===== src/rtl/subleq_pkg.sv =====
// rtl/subleq_pkg.sv - state encoding and constants shared by the SUBLEQ sequencer and control decoder
package subleq_pkg;

    localparam int ST_W    = 4;
    localparam int PC_STEP = 3;

    localparam logic [ST_W-1:0] ST_FETCH_A     = 4'd0;
    localparam logic [ST_W-1:0] ST_LOAD_A      = 4'd1;
    localparam logic [ST_W-1:0] ST_FETCH_B     = 4'd2;
    localparam logic [ST_W-1:0] ST_LOAD_B      = 4'd3;
    localparam logic [ST_W-1:0] ST_FETCH_C     = 4'd4;
    localparam logic [ST_W-1:0] ST_LOAD_C      = 4'd5;
    localparam logic [ST_W-1:0] ST_FETCH_MEM_A = 4'd6;
    localparam logic [ST_W-1:0] ST_LOAD_MEM_A  = 4'd7;
    localparam logic [ST_W-1:0] ST_FETCH_MEM_B = 4'd8;
    localparam logic [ST_W-1:0] ST_LOAD_MEM_B  = 4'd9;
    localparam logic [ST_W-1:0] ST_EXECUTE     = 4'd10;
    localparam logic [ST_W-1:0] ST_WRITEBACK   = 4'd11;
    localparam logic [ST_W-1:0] ST_UPDATE_PC   = 4'd12;
    localparam logic [ST_W-1:0] ST_HALT        = 4'd13;

endpackage


===== src/rtl/subleq_addr_mux.sv =====
// rtl/subleq_addr_mux.sv - per-phase memory address selection
module subleq_addr_mux
    import subleq_pkg::*;
#(
    parameter int ADDR_W = 8
) (
    input  logic [ST_W-1:0]   state,
    input  logic [ADDR_W-1:0] pc,
    input  logic [ADDR_W-1:0] a_val,
    input  logic [ADDR_W-1:0] b_val,
    output logic [ADDR_W-1:0] mem_addr
);

    // Instruction words live at pc, pc+1, pc+2 (wrapping); operand phases use the datapath registers
    always_comb begin
        mem_addr = pc;
        case (state)
            ST_FETCH_B, ST_LOAD_B:         mem_addr = pc + ADDR_W'(1);
            ST_FETCH_C, ST_LOAD_C:         mem_addr = pc + ADDR_W'(2);
            ST_FETCH_MEM_A, ST_LOAD_MEM_A: mem_addr = a_val;
            ST_FETCH_MEM_B, ST_LOAD_MEM_B,
            ST_WRITEBACK:                  mem_addr = b_val;
            default:                       mem_addr = pc;
        endcase
    end

endmodule


===== src/rtl/subleq_sequencer.sv =====
// rtl/subleq_sequencer.sv - master phase FSM, PC, halt latch and retired-instruction counter
module subleq_sequencer
    import subleq_pkg::*;
#(
    parameter int ADDR_W   = 8,
    parameter int RESET_PC = 0,
    parameter int CNT_W    = 16
) (
    input  logic              clk,
    input  logic              rst,
    input  logic              mem_ready,
    input  logic [ADDR_W-1:0] a_val,
    input  logic [ADDR_W-1:0] b_val,
    input  logic [ADDR_W-1:0] c_val,
    input  logic              zero,
    input  logic              negative,
    output logic [ST_W-1:0]   state,
    output logic [ADDR_W-1:0] mem_addr,
    output logic [ADDR_W-1:0] pc,
    output logic              halted,
    output logic [CNT_W-1:0]  instr_count
);

    logic [ST_W-1:0]   state_q, state_d;
    logic [ADDR_W-1:0] pc_q, pc_d;
    logic              halted_q, halted_d;
    logic [CNT_W-1:0]  cnt_q, cnt_d;
    logic              taken;
    logic              halt_branch;

    assign taken       = zero | negative;
    assign halt_branch = taken && (c_val == {ADDR_W{1'b1}});

    // Phase register
    always_ff @(posedge clk or posedge rst) begin
        if (rst) begin
            state_q <= ST_FETCH_A;
        end else begin
            state_q <= state_d;
        end
    end

    // Next phase: memory phases wait for mem_ready, internal phases take one cycle
    always_comb begin
        state_d = state_q;
        case (state_q)
            ST_FETCH_A, ST_FETCH_B, ST_FETCH_C,
            ST_FETCH_MEM_A, ST_FETCH_MEM_B: begin
                if (mem_ready) state_d = state_q + 4'd1;
            end
            ST_LOAD_A, ST_LOAD_B, ST_LOAD_C,
            ST_LOAD_MEM_A, ST_LOAD_MEM_B,
            ST_EXECUTE:                     state_d = state_q + 4'd1;
            ST_WRITEBACK: begin
                if (mem_ready) state_d = ST_UPDATE_PC;
            end
            ST_UPDATE_PC:                   state_d = halt_branch ? ST_HALT : ST_FETCH_A;
            ST_HALT:                        state_d = ST_HALT;
            default:                        state_d = ST_FETCH_A;
        endcase
    end

    // Architectural updates happen only in UPDATE_PC; a branch to all-ones means halt
    always_comb begin
        pc_d     = pc_q;
        halted_d = halted_q;
        cnt_d    = cnt_q;
        if (state_q == ST_UPDATE_PC) begin
            if (cnt_q != {CNT_W{1'b1}}) cnt_d = cnt_q + CNT_W'(1);
            if (halt_branch) begin
                halted_d = 1'b1;
            end else if (taken) begin
                pc_d = c_val;
            end else begin
                pc_d = pc_q + ADDR_W'(PC_STEP);
            end
        end
    end

    // PC, halt flag and counter registers
    always_ff @(posedge clk or posedge rst) begin
        if (rst) begin
            pc_q     <= ADDR_W'(RESET_PC);
            halted_q <= 1'b0;
            cnt_q    <= '0;
        end else begin
            pc_q     <= pc_d;
            halted_q <= halted_d;
            cnt_q    <= cnt_d;
        end
    end

    subleq_addr_mux #(
        .ADDR_W (ADDR_W)
    ) u_addr_mux (
        .state    (state_q),
        .pc       (pc_q),
        .a_val    (a_val),
        .b_val    (b_val),
        .mem_addr (mem_addr)
    );

    assign state       = state_q;
    assign pc          = pc_q;
    assign halted      = halted_q;
    assign instr_count = cnt_q;

endmodule


===== config.mk =====
export PLATFORM = sky130hd
export DESIGN_NAME = subleq_sequencer
export DESIGN_NICKNAME = d
export VERILOG_FILES = /design/src/rtl/subleq_pkg.sv /design/src/rtl/subleq_addr_mux.sv /design/src/rtl/subleq_sequencer.sv
export SDC_FILE = /design/constraint.sdc
export NUM_CORES = 1
export LEC_CHECK = 0
export BUFFER_PORTS_ARGS = -buffer_cell sky130_fd_sc_hd__clkbuf_2
export CAP_MARGIN = 20
export CORE_MARGIN = 4
export CORE_UTILIZATION = 35
export CTS_CLUSTER_SIZE = 40
export DETAILED_ROUTE_END_ITERATION = 12
export GPL_TIMING_DRIVEN = 0
export HOLD_SLACK_MARGIN = 0.05
export PLACE_DENSITY = 0.63
export SLEW_MARGIN = 20
export SYNTH_ARGS = -nofsm -noshare
export SYNTH_HDL_FRONTEND = slang
export SYNTH_SLANG_ARGS = --single-unit

===== constraint.sdc =====
create_clock -name clk -period 1.9 [get_ports clk]
set_input_delay 0.19 -clock clk [delete_from_list [all_inputs] [get_ports clk]]
set_output_delay 0.19 -clock clk [all_outputs]
set_load 0.005 [all_outputs]

==> out/qor.csv <==
stage,metric,value,unit
place,routability-driven placement congestion ratio,0.833,
yosys,warnings from Yosys,0,
sta,max_slew headroom,0.594,
global_route,first-pass GRT wire length,10.4,mm
detailed_routing,routed vias,2297,
yosys,largest cells by area after synthesis,"dfrtp_1 33%, ha_1 5.7%, nor2_1 4.6%",
critical_path,CP required,1.71,ns
yosys,Mapped Area,0.00220,mm^2
yosys,Cells after Synth,255,
finish,share of layout cells above drive strength 1,0.436,
finish,final design utilization,0.519,
yosys,share of flip-flops with an asynchronous set or reset,1.00,
die,Die Ht,87.3,um
detailed_routing,post-route ant nets,0,
finish,ANT cells,0,
global_route,GRT busiest layer,met2,
cts,Clock Tree Buf Depth,2,
yosys,"Primary FF master, synth",dfrtp_1,
yosys,Mapped Nets,294,
sta,min Tclk post-route,2.30,ns
cts,CTS root buffer,clkbuf_8,
detailed_routing,drt wl/cell,14.7,um
sta,Fin. Hold Viols,0,
finish,Synth-to-Final Area Change,41.4,%
power_and_ir_drop,switch share,0.456,
outcome,failing checks,negative setup slack,
sta,count of pins over their slew limit,0,
worst_hold_path,Worst Hold Class,input port to flip-flop,
power_and_ir_drop,combinational power share,0.668,
place,IO buf count,65,
place,DP Area,0.00263,mm^2
outcome,status,"finished, violations left",
detailed_routing,Iter 0 DRT Violations,112,
critical_path,crit path DAT,2.11,ns
global_route,largest net degree at the start of global routing,30,
sta,Setup Viol. Count Final,8,
global_route,initial antenna violation count,0,
power_and_ir_drop,clock share of power,0.106,
power_and_ir_drop,leakage power,1.40,nW
die,IO Pins,66,
worst_hold_path,depth of the worst hold-timing path,3,
global_route,All-Layer GR Usage,0.167,
cts,Worst-path clk slew,0.06,ns
sta,unrepaired setup endpoints after global routing,yes,
global_route,grt met3 use,0.0435,
yosys,Syn Area/Cell,8.62,um^2
yosys,"Seq/Total Area, Yosys",0.330,
sta,Peak Freq,434,MHz
yosys,most frequent cell after synthesis,dfrtp_1,
yosys,Unique masters post-synth,56,
power_and_ir_drop,worst vdd ir,0.727,mV
die,DIE WIDTH,87.3,um
sta,Post-Route Skew,0.00870,ns
sta,final setup margin,-0.405,ns
global_route,sum of overflow across all layers after global routing,0,
cts,depth of the CTS H-tree,2,
power_and_ir_drop,PwrDens,1480,mW/mm^2
finish,Final #Nets,387,
yosys,share of the synthesized area in the top cell type,0.330,
die,FP Rows,28,
global_route,met1 GRT Util,0.209,
critical_path,depth of the most critical reg-to-reg path,10,
global_route,vias in the first global route,2283,
finish,"Design Area, Final",0.00311,mm^2
cts,CTS buffer count,5,
detailed_routing,DRC,0,
critical_path,peak fanout along the critical path,6,
yosys,most common library cells after synthesis,"29 x dfrtp_1, 27 x nor2_1, 25 x nand2_1, 17 x a21oi_1, 14 x nand3_1",
critical_path,Critical Path Sink Type,primary output,
cts,TritonCTS clock tree,yes,
critical_path,crit path kind,flip-flop to primary output,
detailed_routing,WL final,6.23,mm
detailed_routing,drt pass-1 iters,6,
yosys,"area leader, netlist",dfrtp_1,
yosys,"flops & latches, synth",29,
power_and_ir_drop,internal power,0.00250,W
cts,clock latency at the later pin of the worst-skew pair,0.28,ns
power_and_ir_drop,net load switching power,0.00210,W
die,Die ar.,0.00761,mm^2
detailed_routing,Vias/cell,5.42,
yosys,Post-synth EDFFs,0,
critical_path,CP Launch Type,flip-flop,
run,max_cap viols,0,
sta,setup TNS,-3.00,ns
place,DP HPWL,4.46,mm
die,Initial Util,0.367,
cts,Sink Count,29,
sta,fin crit share,1.21,
place,Place WS,-0.186,ns
sta,worst slew pin tran,0.609,ns
global_route,GRT met2 Usage,0.273,
power_and_ir_drop,Reg power frac,0.226,
die,core outline area,0.00599,mm^2
==> per-layer routing <==
metal  routed length [um]  vias to the layer above
met5                    0                        -
met4                  152                        0
met3                  510                       16
met2                 2950                       85
met1                 2620                     1072
li1                     -                     1124
==> final cells by class <==
class	count	area (um^2)
Inverter	10	45.0
Multi-Input combinational cell	207	1580
Clock buffer	6	72.6
Clock inverter	2	10.0
Timing Repair Buffer	87	526
Sequential cell	29	728
Buffer	8	52.6
Tap cell	75	93.8
Fill cell	574	2880
==> sequential cells by signal, indices dropped and copies added, names as in the netlist <==
register	count
state	4
halted	1
instr_count	16
pc	8
==> kinds of logic (layout without fill, tap and decap cells) <==
logic type      Yosys count  count (layout)  share of synthesized area
compound gates           74              74                      0.245
mux                       2               2                     0.0102
simple gates            107             107                      0.260
flops                    29              29                      0.330
buf+inv                  19             113                     0.0427
xor+xnor                 14              14                     0.0558
fa+ha+maj                10              10                     0.0569
==> cells in the final DEF (no fill, tap or decap), types with 4 or more instances in the layout <==
cell type  count
nand3_1       14
nor2_1        23
nor3_2         8
a21oi_1       16
clkbuf_1       5
o21ai_0        8
xnor2_1        6
buf_4         19
nor3_1         4
dfrtp_1       27
nor2_2         4
inv_1          7
clkbuf_8       5
nor2_4         7
nand2_1       25
ha_4           5
o211ai_1       5
nand4_1        6
o22ai_1        7
buf_6          4
xor2_1         8
ha_1           5
clkbuf_2      63
==> worst max-delay path, stage by stage, from the launching register on <==
cell and delay [ns]:
dfrtp_2 0.46, clkinv_4 0.11, ha_4 0.19, or2_4 0.26
nand3_4 0.14, nor2_4 0.04, a221o_1 0.26, a221o_1 0.26
clkbuf_2 0.11
==> power groups by stage <==
stage          Clock, W  Combinational, W  Sequential (W)
2_1_floorplan         0           0.00160        0.000982
3_3_place_gp          0           0.00227         0.00102
3_5_place_dp          0           0.00229         0.00102
4_1_cts        0.000513           0.00279         0.00102
5_1_grt        0.000535           0.00338         0.00107
6_report       0.000489           0.00308         0.00104
==> through the flow <==
step	hold slack, ns	instances	total power (W)
2_1_floorplan	0.268	255	0.00258
3_3_place_gp	0.440	395	0.00329
3_5_place_dp	0.299	395	0.00332
4_1_cts	0.188	417	0.00432
5_1_grt	0.210	424	0.00498
6_report	0.196	424	0.00461
==> worst paths after layout <==
path                       slack, ns  startpoint             end
min                             0.20    c_val[0]           pc[0]
max reg2reg                     0.06    state[0]        state[0]
min reg2reg                     0.46      halted          halted
max                            -0.40    state[1]     mem_addr[1]
max in group asynchronous       0.95         rst        state[0]
min in group asynchronous       0.51         rst  instr_count[2]
==> what timing repair did <==
| action | 4_1_cts | 5_1_grt |
|---|---|---|
| gates cloned | 0 | 0 |
| setup buffers | 14 | 7 |
| pin swaps | 17 | 17 |
| endpoints found under the setup margin | 8 | 19 |
| gates resized for setup | 26 | 23 |
| hold endpoints to repair | 29 | 0 |
| hold buffers | 1 | 0 |
(Power assumes the default switching activity.)
